$ cat src/rtl/canakari_tx_writer_if.sv
// Frame handshake and CANakari register-port signals for canakari_tx_writer.
// master = frame source / controller side, slave = the writer block.
interface canakari_tx_writer_if;
  logic        frame_valid;
  logic        frame_ready;
  logic [10:0] frame_id;
  logic [3:0]  frame_dlc;
  logic [63:0] frame_data;
  logic [4:0]  addr_out;
  logic        buffer_en;
  logic [15:0] wdata_out;
  logic        wr_strobe;
  logic        tx_done;

  modport master (
    output frame_valid, frame_id, frame_dlc, frame_data, tx_done,
    input  frame_ready, addr_out, buffer_en, wdata_out, wr_strobe
  );

  modport slave (
    input  frame_valid, frame_id, frame_dlc, frame_data, tx_done,
    output frame_ready, addr_out, buffer_en, wdata_out, wr_strobe
  );
endinterface

$ cat src/rtl/canakari_tx_writer.sv
// Breaks one CAN frame into ID / data / control register writes for CANakari.
// Optional WAIT_ACK timeout is enabled by defining CANAKARI_TX_TIMEOUT_EN.
module canakari_tx_writer #(
  parameter logic [4:0]  ADDR_TXID    = 5'h0E,
  parameter logic [4:0]  ADDR_TXDATA0 = 5'h0F,
  parameter logic [4:0]  ADDR_TXCTRL  = 5'h13
`ifdef CANAKARI_TX_TIMEOUT_EN
  ,
  parameter logic [15:0] TIMEOUT      = 16'd50000
`endif
) (
  input  logic                clk,
  input  logic                rst,
  canakari_tx_writer_if.slave bus,
  output logic                busy,
  output logic                done,
  output logic                timeout_err
);

  typedef enum logic [2:0] {
    IDLE,
    SETUP,
    STROBE,
    WAIT_ACK,
    FINISH
  } state_t;

  state_t      state;
  state_t      state_n;

  logic [2:0]  k_q;
  logic [2:0]  n_q;
  logic [10:0] id_q;
  logic [3:0]  len_q;
  logic [63:0] data_q;

  logic        accept;
  logic        last_write;
  logic [3:0]  len_c;
  logic [2:0]  n_c;
  logic [4:0]  addr_c;
  logic [15:0] wdata_c;

  assign accept     = (state == IDLE) && bus.frame_valid;
  assign last_write = (k_q == n_q + 3'd1);
  assign len_c      = (bus.frame_dlc > 4'd8) ? 4'd8 : bus.frame_dlc;
  assign n_c        = 3'((len_c + 4'd1) >> 1);

  always_ff @(posedge clk) begin
    if (rst) begin
      k_q    <= '0;
      n_q    <= '0;
      id_q   <= '0;
      len_q  <= '0;
      data_q <= '0;
    end else if (accept) begin
      k_q    <= '0;
      n_q    <= n_c;
      id_q   <= bus.frame_id;
      len_q  <= len_c;
      data_q <= bus.frame_data;
    end else if (state == STROBE && !last_write) begin
      k_q <= k_q + 3'd1;
    end
  end

  // Write entry k: 0 = ID, 1..N = data words, N+1 = control with TX request.
  always_comb begin
    addr_c  = '0;
    wdata_c = '0;
    if (k_q == 3'd0) begin
      addr_c  = ADDR_TXID;
      wdata_c = {id_q, 5'b00000};
    end else if (k_q <= n_q) begin
      addr_c = ADDR_TXDATA0 + {2'b00, k_q} - 5'd1;
      case (k_q)
        3'd1:    wdata_c = data_q[63:48];
        3'd2:    wdata_c = data_q[47:32];
        3'd3:    wdata_c = data_q[31:16];
        default: wdata_c = data_q[15:0];
      endcase
    end else begin
      addr_c  = ADDR_TXCTRL;
      wdata_c = {11'b0, 1'b1, len_q};
    end
  end

`ifdef CANAKARI_TX_TIMEOUT_EN
  logic [15:0] wait_cnt;
  logic        expire;
  logic        timeout_q;

  // Counter is held at zero outside WAIT_ACK, so it restarts on every entry.
  always_ff @(posedge clk) begin
    if (rst || state != WAIT_ACK) begin
      wait_cnt <= '0;
    end else begin
      wait_cnt <= wait_cnt + 16'd1;
    end
  end

  assign expire = (state == WAIT_ACK) && !bus.tx_done &&
                  (wait_cnt == TIMEOUT - 16'd1);

  always_ff @(posedge clk) begin
    if (rst) begin
      timeout_q <= 1'b0;
    end else begin
      timeout_q <= expire;
    end
  end

  assign timeout_err = timeout_q;
`else
  assign timeout_err = 1'b0;
`endif

  always_ff @(posedge clk) begin
    if (rst) begin
      state <= IDLE;
    end else begin
      state <= state_n;
    end
  end

  always_comb begin
    state_n = state;
    unique case (state)
      IDLE:     if (accept) state_n = SETUP;
      SETUP:    state_n = STROBE;
      STROBE:   state_n = last_write ? WAIT_ACK : SETUP;
      WAIT_ACK: begin
        if (bus.tx_done) begin
          state_n = FINISH;
        end
`ifdef CANAKARI_TX_TIMEOUT_EN
        else if (expire) begin
          state_n = IDLE;
        end
`endif
      end
      FINISH:   state_n = IDLE;
      default:  state_n = IDLE;
    endcase
  end

  assign bus.frame_ready = (state == IDLE);
  assign bus.buffer_en   = (state == SETUP);
  assign bus.wr_strobe   = (state == STROBE);
  assign bus.addr_out    = (state == SETUP || state == STROBE) ? addr_c  : '0;
  assign bus.wdata_out   = (state == SETUP || state == STROBE) ? wdata_c : '0;
  assign busy            = (state != IDLE);
  assign done            = (state == FINISH);

endmodule
$ cat src/flat_wrapper.sv
// flat-port wrapper written by rule: the top's interface ports become plain ports
module canakari_tx_writer_flat 
#(
  parameter logic [4:0]  ADDR_TXID    = 5'h0E,
  parameter logic [4:0]  ADDR_TXDATA0 = 5'h0F,
  parameter logic [4:0]  ADDR_TXCTRL  = 5'h13

)
  (clk, rst, busy, done, timeout_err, bus_frame_valid, bus_frame_id, bus_frame_dlc, bus_frame_data, bus_tx_done, bus_frame_ready, bus_addr_out, bus_buffer_en, bus_wdata_out, bus_wr_strobe);
  canakari_tx_writer_if bus_i ();
  input  logic clk;
  input  logic rst;
  output logic busy;
  output logic done;
  output logic timeout_err;
  input wire logic [$bits(bus_i.frame_valid)-1:0] bus_frame_valid;
  input wire logic [$bits(bus_i.frame_id)-1:0] bus_frame_id;
  input wire logic [$bits(bus_i.frame_dlc)-1:0] bus_frame_dlc;
  input wire logic [$bits(bus_i.frame_data)-1:0] bus_frame_data;
  input wire logic [$bits(bus_i.tx_done)-1:0] bus_tx_done;
  output wire logic [$bits(bus_i.frame_ready)-1:0] bus_frame_ready;
  output wire logic [$bits(bus_i.addr_out)-1:0] bus_addr_out;
  output wire logic [$bits(bus_i.buffer_en)-1:0] bus_buffer_en;
  output wire logic [$bits(bus_i.wdata_out)-1:0] bus_wdata_out;
  output wire logic [$bits(bus_i.wr_strobe)-1:0] bus_wr_strobe;
  assign bus_i.frame_valid = bus_frame_valid;
  assign bus_i.frame_id = bus_frame_id;
  assign bus_i.frame_dlc = bus_frame_dlc;
  assign bus_i.frame_data = bus_frame_data;
  assign bus_i.tx_done = bus_tx_done;
  assign bus_frame_ready = bus_i.frame_ready;
  assign bus_addr_out = bus_i.addr_out;
  assign bus_buffer_en = bus_i.buffer_en;
  assign bus_wdata_out = bus_i.wdata_out;
  assign bus_wr_strobe = bus_i.wr_strobe;
  canakari_tx_writer #(.ADDR_TXID(ADDR_TXID), .ADDR_TXDATA0(ADDR_TXDATA0), .ADDR_TXCTRL(ADDR_TXCTRL)) u_core (.clk(clk), .rst(rst), .bus(bus_i), .busy(busy), .done(done), .timeout_err(timeout_err));
endmodule
$ cat config.mk
export PLATFORM = sky130hd
export DESIGN_NAME = canakari_tx_writer_flat
export DESIGN_NICKNAME = d
export VERILOG_FILES = /design/src/rtl/canakari_tx_writer_if.sv /design/src/rtl/canakari_tx_writer.sv /design/src/flat_wrapper.sv
export SDC_FILE = /design/constraint.sdc
export NUM_CORES = 1
export LEC_CHECK = 0
export ABC_AREA = 1
export BUFFER_PORTS_ARGS = -buffer_cell sky130_fd_sc_hd__clkbuf_2
export CORE_MARGIN = 2
export CORE_UTILIZATION = 48
export DETAILED_ROUTE_END_ITERATION = 8
export PLACE_DENSITY_LB_ADDON = 0.15
export SLEW_MARGIN = 20
export SYNTH_ARGS = -nofsm -noshare
export SYNTH_HDL_FRONTEND = slang
export SYNTH_SLANG_ARGS = --single-unit
$ cat constraint.sdc
create_clock -name clk -period 1.8 [get_ports clk]
set_clock_uncertainty 0.05 [all_clocks]
set_input_delay 0.45 -clock clk [delete_from_list [all_inputs] [get_ports clk]]
set_output_delay 0.45 -clock clk [all_outputs]
set_load 0.03 [all_outputs]
==> out/results.ini, run 1 <==
[outcome]
status=finished with violations
violations=setup timing

[yosys]
synth_xor_area_share_pct=0.2096
netlist-cell-type-count=32
synth_top_family_by_area=simple AND/OR/NAND/NOR gates
synth_edf_count=0
ys_ff_latch=88
yosys.area_share.adder_pct=3.294
synthMuxAreaShare_pct=0
synth_warnings=0
synthFlopType=dfxtp_1
synthCells=594
synth-compound-area-share_pct=21.29
netlist_area_mm2=0.004178
syn_area_per_cell_um2=7.033
synth-simple-area-share_pct=21.98
synth_nets=688
synth_async_sr_flop_share_pct=0
ys_seq_area_share_pct=42.17

[worst_setup_path]
crit_type=reg2out
crit_end=bus_wdata_out[8]
worstPathArrival_ps=1970
rr_worst_depth=9
r2r_slack_ps=80
startpoint_type=register
crit_start=u_core.k_q[1]
endpoint_kind=primary output
r2r-start=u_core.n_q[0]
r2r_end=u_core.k_q[2]
worstPathRequired_ps=1300
path_max_fanout=12

[power_and_ir_drop]
p_sw_share_pct=32.72
seqPwrFrac_pct=43.7
power.switching_mw=1.682
power_frac_comb_pct=27.9
powerDensity_mw_per_mm2=850.4
p_int_mw=3.459
irDropWorstVdd_v=0.0005259
clockPowerShare_pct=28.4
cellLeakagePower_nw=2.634

[placement]
io_buffers=108
place_inst=813
place_congestion=0.8298
hpwl_mm=8.490

[floorplanning]
fp.coreArea_mm2=0.008593
core.rowCount=34
dieArea_mm2=0.009466
io_pins=110
fp.dieW_um=97.30
dieHeight_um=97.30
initial_core_util_pct=48.62

[sta]
post-route-period-util_pct=137.2
report.final.slew_viol_count=0
rsz0062_at_grt=yes
setup_viol=21
timing.final.ws_setup_ps=-668.8
finalHoldViolCount=0
fmax_ghz=0.4051
min_period_ps=2469

[final_layout]
area.sequential_mm2=0.001779
area_growth_pct=44.71
antenna-diode-count=0
num-fill-cells=697
stdcell_count=835
layout.nets=816
multi_input_area_mm2=0.002444
fin_util_pct=70.36
layout-drive-gt1-share_pct=35.76

[drt]
via_count=4353
dr.pass1.iters=4
vias_per_cell=5.213
drt_iter0_markers=158
drtAntennaViolNets=0
drc=0
wl_per_cell_um=14.39
wl_mm=12.02

[global_routing]
grt_pass1_vias=4279
antenna_found_initial=0
grt_max_degree=48
track_usage_pct=25.84
grt_remaining_overflow=0
grt_pass1_wl_mm=20.08

[cts]
cts_root_buf=clkbuf_8
cts.sinks=88
cts-hold-fix-buffers=0
htree_levels=3
clk_latency_ps=350
clk_pin_slew_ps=90
clock_path_buffers=2
numCtsBuffers=9
cts_tree=done

[job]
cap_viol_max_count=0

[hold_path]
hp-class=in2reg

## synthesized netlist by cell type, types with 4 or more instances
master,count,share of area (%)
nor2_1,111,10
nand2_1,89,8.0
dfxtp_1,88,42
o21ai_0,88,11
a21oi_1,66,7.9
inv_1,61,5.5
nand3_1,12,1.4
ha_1,11,3.3
clkbuf_1,10,0.90
buf_2,9,1.1
buf_6,7,1.9
buf_4,5,0.90
o21ai_1,5,0.60
o22ai_1,5,0.75
o21a_1,4,0.72
## sequential cells by signal (all words and copies together) (netlist names)
register and flops:
u_core.state 3, u_core.n_q 3, u_core.len_q 4, u_core.data_q 64, u_core.k_q 3, u_core.id_q 11
## area by class of cell
| cell class | count | area share (%) |
|---|---|---|
| clock buffers | 11 | 2.504 |
| clock inverters | 5 | 1.035 |
| inverters | 65 | 4.346 |
| multi-input cells | 408 | 40.42 |
| flip-flops and latches | 88 | 29.43 |
| well taps | 108 | 2.235 |
| repair buffers | 150 | 20.03 |
## power groups by stage
stage	combinational [mW]	clock, mW	sequential, mW
floorplan	0.866	0	2.26
global placement	1.18	0	2.28
detailed placement	1.20	0	2.29
CTS	1.38	1.49	2.24
global route	1.57	1.57	2.27
finish	1.44	1.46	2.25
## kinds of logic after synthesis
logic type	Yosys count
buffers and inverters	99
XOR/XNOR	1
AND/OR/NAND/NOR	222
adder cells (fa/ha/maj)	11
AO/OA/AOI/OAI	172
flip-flops	88
other	1
## metal layers
metal  share of wire (%)  track usage (%)  vias to the layer above
met1                  46            34.62                     1995
met4                 2.5            10.26                        0
met5                   0                0                        -
met3                 6.0            4.388                       27
met2                  46            41.77                      166
li1                    -                -                     2165
## critical path, cell delays in order (launching register included)
cell and delay, ps:
dfxtp_4 390, ha_4 170, ha_4 170, buf_12 140, nand2_1 60, o21ai_1 60
nor2_1 200, nand2_1 110, nand2_2 100, a21oi_4 60, buf_8 150
## per-stage QoR
stage,hold slack [ps],TNS (ps),cell area (um2),setup slack [ps],total power [mW]
2_1_floorplan,374.5,-2033,4549,-158.7,3.130
3_3_place_gp,383.8,-6125,5378,-338.1,3.455
3_5_place_dp,390.4,-7086,5378,-375.9,3.488
4_1_cts,246.4,-13000,5942,-679.0,5.107
5_1_grt,256.6,-14140,6046,-732.2,5.404
6_report,263.6,-12620,6046,-668.8,5.141
## layout by cell type (no fill, tap or decap), drive strengths merged
cell | netlist | layout
o211a | 1 | 1
ha | 11 | 11
o31ai | 1 | 1
clkinv | 1 | 1
o22ai | 5 | 5
clkbuf | 13 | 100
o21a | 4 | 4
o21ai | 93 | 93
nand2 | 92 | 93
dfxtp | 88 | 88
conb | 1 | 1
nor3 | 1 | 1
xor2 | 1 | 1
bufinv | 0 | 1
nand4 | 1 | 1
inv | 64 | 65
buf | 21 | 61
clkinvlp | 0 | 3
nand3 | 13 | 13
nor2 | 114 | 114
a21oi | 67 | 67
a31oi | 1 | 1
nand3b | 1 | 1
## worst min path at each step
stage,from,endpoint,depth (start not counted)
after CTS,bus_frame_data[24],u_core.data_q[24],3
after global placement,u_core.data_q[59],u_core.data_q[59],2
final,bus_frame_data[24],u_core.data_q[24],3
after global routing,bus_frame_data[51],u_core.data_q[51],3
after floorplan,u_core.data_q[36],u_core.data_q[36],2
after detailed placement,u_core.data_q[55],u_core.data_q[55],2
## repair_timing
action                                  CTS  global route
buffers inserted                          4             1
cloned                                    1             0
endpoints found under the setup margin   24            26
pin swaps                                 9            13
gates resized for setup                  73            46
No activity file was read; power rests on OpenSTA's default activity.
==> inputs of run 2 (changes only) <==
--- a/config.mk
+++ b/config.mk
@@ -10,7 +10,7 @@
 export CORE_MARGIN = 2
 export CORE_UTILIZATION = 48
 export DETAILED_ROUTE_END_ITERATION = 8
-export PLACE_DENSITY_LB_ADDON = 0.15
+export PLACE_DENSITY = 0.88
 export SLEW_MARGIN = 20
 export SYNTH_ARGS = -nofsm -noshare
 export SYNTH_HDL_FRONTEND = slang
==> run 2 against run 1 <==
  * The run still ends with setup timing left
  * Die area stayed put
  * Combinational power is essentially flat
  * Non-clock buffer count rose by 1
  * Clock power fell by 8%
  * Worst hold slack got worse by 22 ps
  * Final area shrank 0.27%
  * Register-to-register slack got worse by 20 ps
  * Critical path depth fell by 1
  * Routed wire length is 5.1% higher
  * Total power down 2.0%
  * Sequential share of layout area grew 0.059 points
  * Largest cell class unchanged
==> out/results.ini, run 2 (same netlist as run 1, synthesis figures left out) <==
[outcome]
status=finished with violations
violations=setup timing

[worst_setup_path]
worstPathArrival_ps=2020  ; +50 ps
rr_worst_depth=9  ; unchanged
crit_family=compound AO/OA/AOI/OAI gates
path_buf_inv=3  ; +1
path_max_fanout=4  ; -8
worstPathRequired_ps=1300  ; about the same
startpoint_type=register
cp_num_cells=9  ; -1
crit_top_cell=a21oi_2
slowest_stage=dfxtp_2
path_cells=inv_2 -> ha_4 -> a21oi_2 -> nand2_2 -> a21oi_4 -> buf_6 -> nand2_4 -> a21oi_2 -> clkbuf_8
crit_type=reg2out
cp_slowest_stage_delay_ps=350  ; -40 ps
endpoint_kind=primary output

[global_routing]
grt_pass1_vias=4423  ; +3.4%
grt_remaining_overflow=0  ; unchanged
grt_pass1_wl_mm=19.90  ; -0.90%
grt_max_degree=69  ; +44%
track_usage_pct=25.69  ; -0.15 points
antenna_found_initial=0  ; unchanged

[cts]
cts_tree=done
clk_latency_ps=370  ; +20 ps
cts.sinks=88  ; unchanged
clock_path_buffers=2  ; unchanged
numCtsBuffers=9  ; unchanged
clk_pin_slew_ps=100  ; about the same
cts_root_buf=clkbuf_8
htree_levels=3  ; unchanged

[floorplanning]
fp.coreArea_mm2=0.008593  ; unchanged
io_pins=110  ; unchanged
core.rowCount=34  ; unchanged
fp.dieW_um=97.30  ; unchanged
initial_core_util_pct=48.62  ; unchanged
dieHeight_um=97.30  ; unchanged
dieArea_mm2=0.009466  ; unchanged

[hold_path]
hp-class=in2reg
hold_depth=3  ; unchanged

[final_layout]
largest_reg_flops=64  ; unchanged
final_cell_mix=nor2_1, clkbuf_2, dfxtp_1
num-fill-cells=626  ; -10%
area.sequential_mm2=0.001778  ; about the same
stdcell_count=835  ; unchanged
layout-drive-gt1-share_pct=37.55  ; +1.8 points
area_growth_pct=44.32
multi_input_area_mm2=0.002466  ; +0.92%
final_common_cell=nor2_1
fin_util_pct=70.17  ; -0.19 points
reg_top3=u_core.data_q: 64 flops, u_core.id_q: 11 flops, u_core.len_q: 4 flops
design_area_mm2=0.006030  ; -0.27%
antenna-diode-count=0  ; unchanged
layout.nets=816  ; unchanged
largest_register=u_core.data_q

[drt]
vias_per_cell=5.334  ; +2.3%
wl_mm=12.63  ; +5.1%
drt_iter0_markers=236  ; +49%
topRoutingLayerUsed=met4
via_count=4454  ; +2.3%
dr.pass1.iters=4  ; unchanged
wl_per_cell_um=15.12  ; +5.1%
drtAntennaViolNets=0  ; unchanged
wl_met2_mm=6.292  ; +14%
m1WireLength_mm=5.053  ; -7.7%
drc=0  ; unchanged
met3_length_um=833  ; +16%

[sta]
fmax_ghz=0.3964  ; -2.1%
finalHoldViolCount=0  ; unchanged
timing.final.ws_setup_ps=-722.5  ; -53.75 ps
min_period_ps=2523  ; +53.75 ps
setup_tns_ps=-13540  ; -924.3 ps
rsz0062_at_grt=yes
setup_viol=21  ; unchanged
report.final.slew_viol_count=0  ; unchanged
whs_ps=241.3  ; -22.27 ps
post-route-period-util_pct=140.1  ; +3.0 points

[power_and_ir_drop]
irDropWorstVdd_v=0.0005217  ; -0.79%
cellLeakagePower_nw=2.708  ; +2.8%
powerDensity_mw_per_mm2=835.6  ; -1.7%

[placement]
place_congestion=0.8762  ; +5.6%
hpwl_mm=8.612  ; +1.4%
place_inst=813  ; unchanged
io_buffers=108  ; unchanged
place_area_mm2=0.005328  ; -0.93%

[job]
cap_viol_max_count=0  ; unchanged

-- run 2: cell count changes in the layout (fill, tap and decap cells not counted), moves of 5 or more --
cell,before,now
nand2_1,72,65
nand2_4,5,12
nor2_1,109,103
nor2_2,2,8
buf_12,9,4
clkbuf_8,17,12
-- run 2: layer usage --
layer  global-route usage (%)  vias to the layer above
li1                         -                     2162
met1                    30.62                     2069
met2                    43.48                      178
met3                    5.755                       45
met4                    13.14                        0
met5                        0                        -
-- run 2: final cells by class --
class	count	area share, %
multi-input combinational	407	40.90
sequential	88	29.49
timing repair buffer	151	19.76
inverter	65	4.358
tap	108	2.241
clock buffer	9	2.054
clock inverter	7	1.204
-- run 2: path summary, 6_finish.rpt --
path	from	end	slack, ps
min	bus_frame_id[6]	u_core.id_q[6]	240
max reg2reg	u_core.n_q[0]	u_core.k_q[2]	60
max	u_core.n_q[2]	bus_wdata_out[5]	-720
min reg2reg	u_core.data_q[60]	u_core.data_q[60]	410
-- run 2: worst register-to-register path, stage by stage, from the launching register on --
cell     delay, ps
dfxtp_1        350
buf_4          150
ha_1           300
nand2_1         80
nand2_1         70
nor2_2         150
nand3_2        150
nand2_1        140
nand2_1         70
a21oi_1        150
-- run 2: metrics by stage --
step	power, mW	setup slack (ps)
after CTS	4.935	-672.2
after floorplan	3.130	-158.7
after detailed placement	3.483	-372.1
final	5.038	-722.5
after global routing	5.266	-779.4
after global placement	3.434	-287.5
-- run 2: what timing repair did --
item,in CTS,in global routing
hold buffers,0,0
setup buffers,2,3
endpoints found under the setup margin,26,28
pin swaps,26,26
gates cloned,1,0
resized for setup,75,68
-- run 2: where the power goes --
group          leakage (nW)  total (mW)  switching [mW]  internal [mW]
Combinational          1.88        1.43           0.853          0.577
Clock                0.0970        1.35           0.810          0.544
Sequential            0.731        2.25           0.102           2.15
==> inputs of run 3 (changes only) <==
==> constraint.sdc (replaced) <==
create_clock -name clk -period 1.8 [get_ports clk]
set_clock_uncertainty 0.05 [all_clocks]
set_input_delay 0.45 -clock clk [delete_from_list [all_inputs] [get_ports clk]]
set_output_delay 0.45 -clock clk [all_outputs]
set_load 0.1 [all_outputs]
==> run 3 against run 2 <==
  * The flow still finishes with violations (setup timing)
  * Worst hold slack better by 15 ps
  * Critical path depth up 1
  * Non-clock buffer count grew 13
  * First-iteration DRC count increased by 32%
  * Sequential share of layout area fell by 1.1 points
  * Routed wire length rose by 8.6%
  * Largest power group unchanged
  * Via count rose by 4.0%
  * Combinational power up 27%
  * Global-route usage is 3.2 points higher
==> out/results.ini, run 3 (same netlist as run 1, synthesis figures left out) <==
[sta]
setup_viol=23  ; +9.5%
fmax_ghz=0.3759  ; -5.2%
min_period_ps=2660  ; +137.8 ps
post-route-period-util_pct=147.8  ; +7.7 points
rsz0062_at_grt=yes
timing.final.ws_setup_ps=-860.4  ; -137.8 ps
finalHoldViolCount=0  ; unchanged
report.final.slew_viol_count=0  ; unchanged

[hold_path]
hold_depth=3  ; unchanged
hp-start=bus_frame_id[3]
min_to=u_core.id_q[3]
hp-class=in2reg

[floorplanning]
dieArea_mm2=0.009466  ; unchanged
io_pins=110  ; unchanged
core.rowCount=34  ; unchanged
initial_core_util_pct=48.62  ; unchanged
fp.coreArea_mm2=0.008593  ; unchanged
fp.dieW_um=97.30  ; unchanged
dieHeight_um=97.30  ; unchanged

[final_layout]
area_growth_pct=50.34
largest_register=u_core.data_q
largest_reg_flops=64  ; unchanged
final_cell_mix=nor2_1, o21ai_0, clkbuf_2
layout-drive-gt1-share_pct=35.81  ; -1.7 points
layout.nets=829  ; +1.6%
stdcell_count=848  ; +1.6%
num-fill-cells=580  ; -7.3%
reg_top3=u_core.data_q: 64 flops, u_core.id_q: 11 flops, u_core.len_q: 4 flops
design_area_mm2=0.006281  ; +4.2%
fin_util_pct=73.09  ; +2.9 points
final_common_cell=nor2_1
antenna-diode-count=0  ; unchanged

[worst_setup_path]
path_max_fanout=6  ; +2
worstPathArrival_ps=2160  ; +140 ps
slowest_stage=dfxtp_2
r2r_end=u_core.k_q[2]
crit_type=reg2out
startpoint_type=register
crit_top_cell=a21oi_4
rr_worst_depth=8  ; -1
endpoint_kind=primary output
path_cells=inv_2 -> ha_4 -> a21oi_4 -> nand2_2 -> buf_6 -> a21oi_4 -> clkbuf_16 -> nand2_4 -> a21oi_4 -> buf_12
r2r-start=u_core.n_q[0]
r2r_slack_ps=70  ; about the same
worstPathRequired_ps=1300  ; about the same
cp_slowest_stage_delay_ps=360  ; about the same

[cts]
cts.sinks=88  ; unchanged
clock_path_buffers=2  ; unchanged
cts_root_buf=clkbuf_8
cts-hold-fix-buffers=0  ; unchanged
htree_levels=3  ; unchanged
numCtsBuffers=9  ; unchanged
clk_pin_slew_ps=90  ; about the same
clk_latency_ps=360  ; about the same
cts_tree=done

[placement]
place_congestion=0.9232  ; +5.4%
place_area_mm2=0.005802  ; +8.9%
hpwl_mm=8.979  ; +4.3%
place_inst=821  ; +0.98%
io_buffers=108  ; unchanged

[drt]
vias_per_cell=5.465  ; +2.4%
dr.pass1.iters=5  ; +1
drc=0  ; unchanged
via_count=4634  ; +4.0%
drt_iter0_markers=311  ; +32%
drtAntennaViolNets=0  ; unchanged
wl_mm=13.71  ; +8.6%
wl_per_cell_um=16.17  ; +6.9%

[global_routing]
grt_max_degree=77  ; +12%
grt_pass1_wl_mm=22.17  ; +11%
track_usage_pct=28.89  ; +3.2 points
grt_pass1_vias=4800  ; +8.5%
grt_remaining_overflow=0  ; unchanged
antenna_found_initial=0  ; unchanged

[outcome]
violations=setup timing
status=finished with violations

[power_and_ir_drop]
irDropWorstVdd_v=0.0006347  ; +22%
finalPower_mw=5.484  ; +8.8%
powerDensity_mw_per_mm2=873.1  ; +4.5%
cellLeakagePower_nw=2.833  ; +4.6%

[job]
cap_viol_max_count=0  ; unchanged

run 3: changes by cell type in the layout (fill, tap and decap cells not counted), sizes merged:
cell      before  now
buf           66   81
bufinv         0    1
clkbuf        94   93
clkinvlp       2    7
inv           68   61
run 3: stage by stage:
step                setup TNS (ps)  hold WS (ps)  worst slack [ps]
floorplan                    -9163         374.5            -477.9
global placement             -7372         384.3            -401.6
detailed placement           -8917         393.1            -509.5
CTS                         -15850         258.5            -825.2
global route                -18240         269.7            -909.8
finish                      -16990         256.6            -860.4
run 3: worst max path at each step:
stage	end	start	slack, ps	cells after the start
final	bus_wdata_out[13]	u_core.n_q[2]	-860	10
after global routing	bus_wdata_out[8]	u_core.n_q[2]	-910	10
after CTS	bus_wdata_out[5]	u_core.n_q[2]	-830	10
after detailed placement	bus_wdata_out[5]	u_core.n_q[2]	-510	10
after global placement	bus_wdata_out[5]	u_core.n_q[2]	-400	10
after floorplan	bus_wdata_out[10]	u_core.n_q[2]	-480	8
run 3: per-layer routing:
| layer | track usage, % | up-vias | share of wire [%] |
|---|---|---|---|
| met2 | 50.11 | 206 | 50 |
| met3 | 5.971 | 59 | 7.0 |
| met5 | 0 | - | 0 |
| met4 | 18.27 | 0 | 4.9 |
| li1 | - | 2192 | - |
| met1 | 32.23 | 2177 | 38 |
run 3: layout make-up:
class | count | area (um2) | share of cell area (%)
clock buffers | 10 | 137.6 | 2.191
clock inverters | 6 | 66.31 | 1.056
repair buffers | 164 | 1461 | 23.27
multi-input cells | 407 | 2421 | 38.55
inverters | 65 | 276.5 | 4.402
flip-flops and latches | 88 | 1783 | 28.39
well taps | 108 | 135.1 | 2.151
run 3: worst max-delay path, delay by kind of cell, from the launching register on:
family	cells	cell delay (ps)
and+or+nand+nor	2	140
DFF	1	360
buffers and inverters	4	590
AOI/OAI and AO/OA	3	480
adders and majority gates	1	240
run 3: what timing repair did:
action / CTS / global route
buffers inserted: 7 / 3
pin swaps: 28 / 7
gates cloned: 1 / 0
endpoints found under the setup margin: 25 / 26
hold endpoints to repair: 0 / 0
resized for setup: 38 / 16
run 3: report_power, final:
part / internal (mW) / switching [mW] / total, mW
sequential: 2.15 / 0.0982 / 2.25
combinational: 0.660 / 1.15 / 1.81
clock: 0.682 / 0.739 / 1.42
total: 3.50 / 1.99 / 5.48
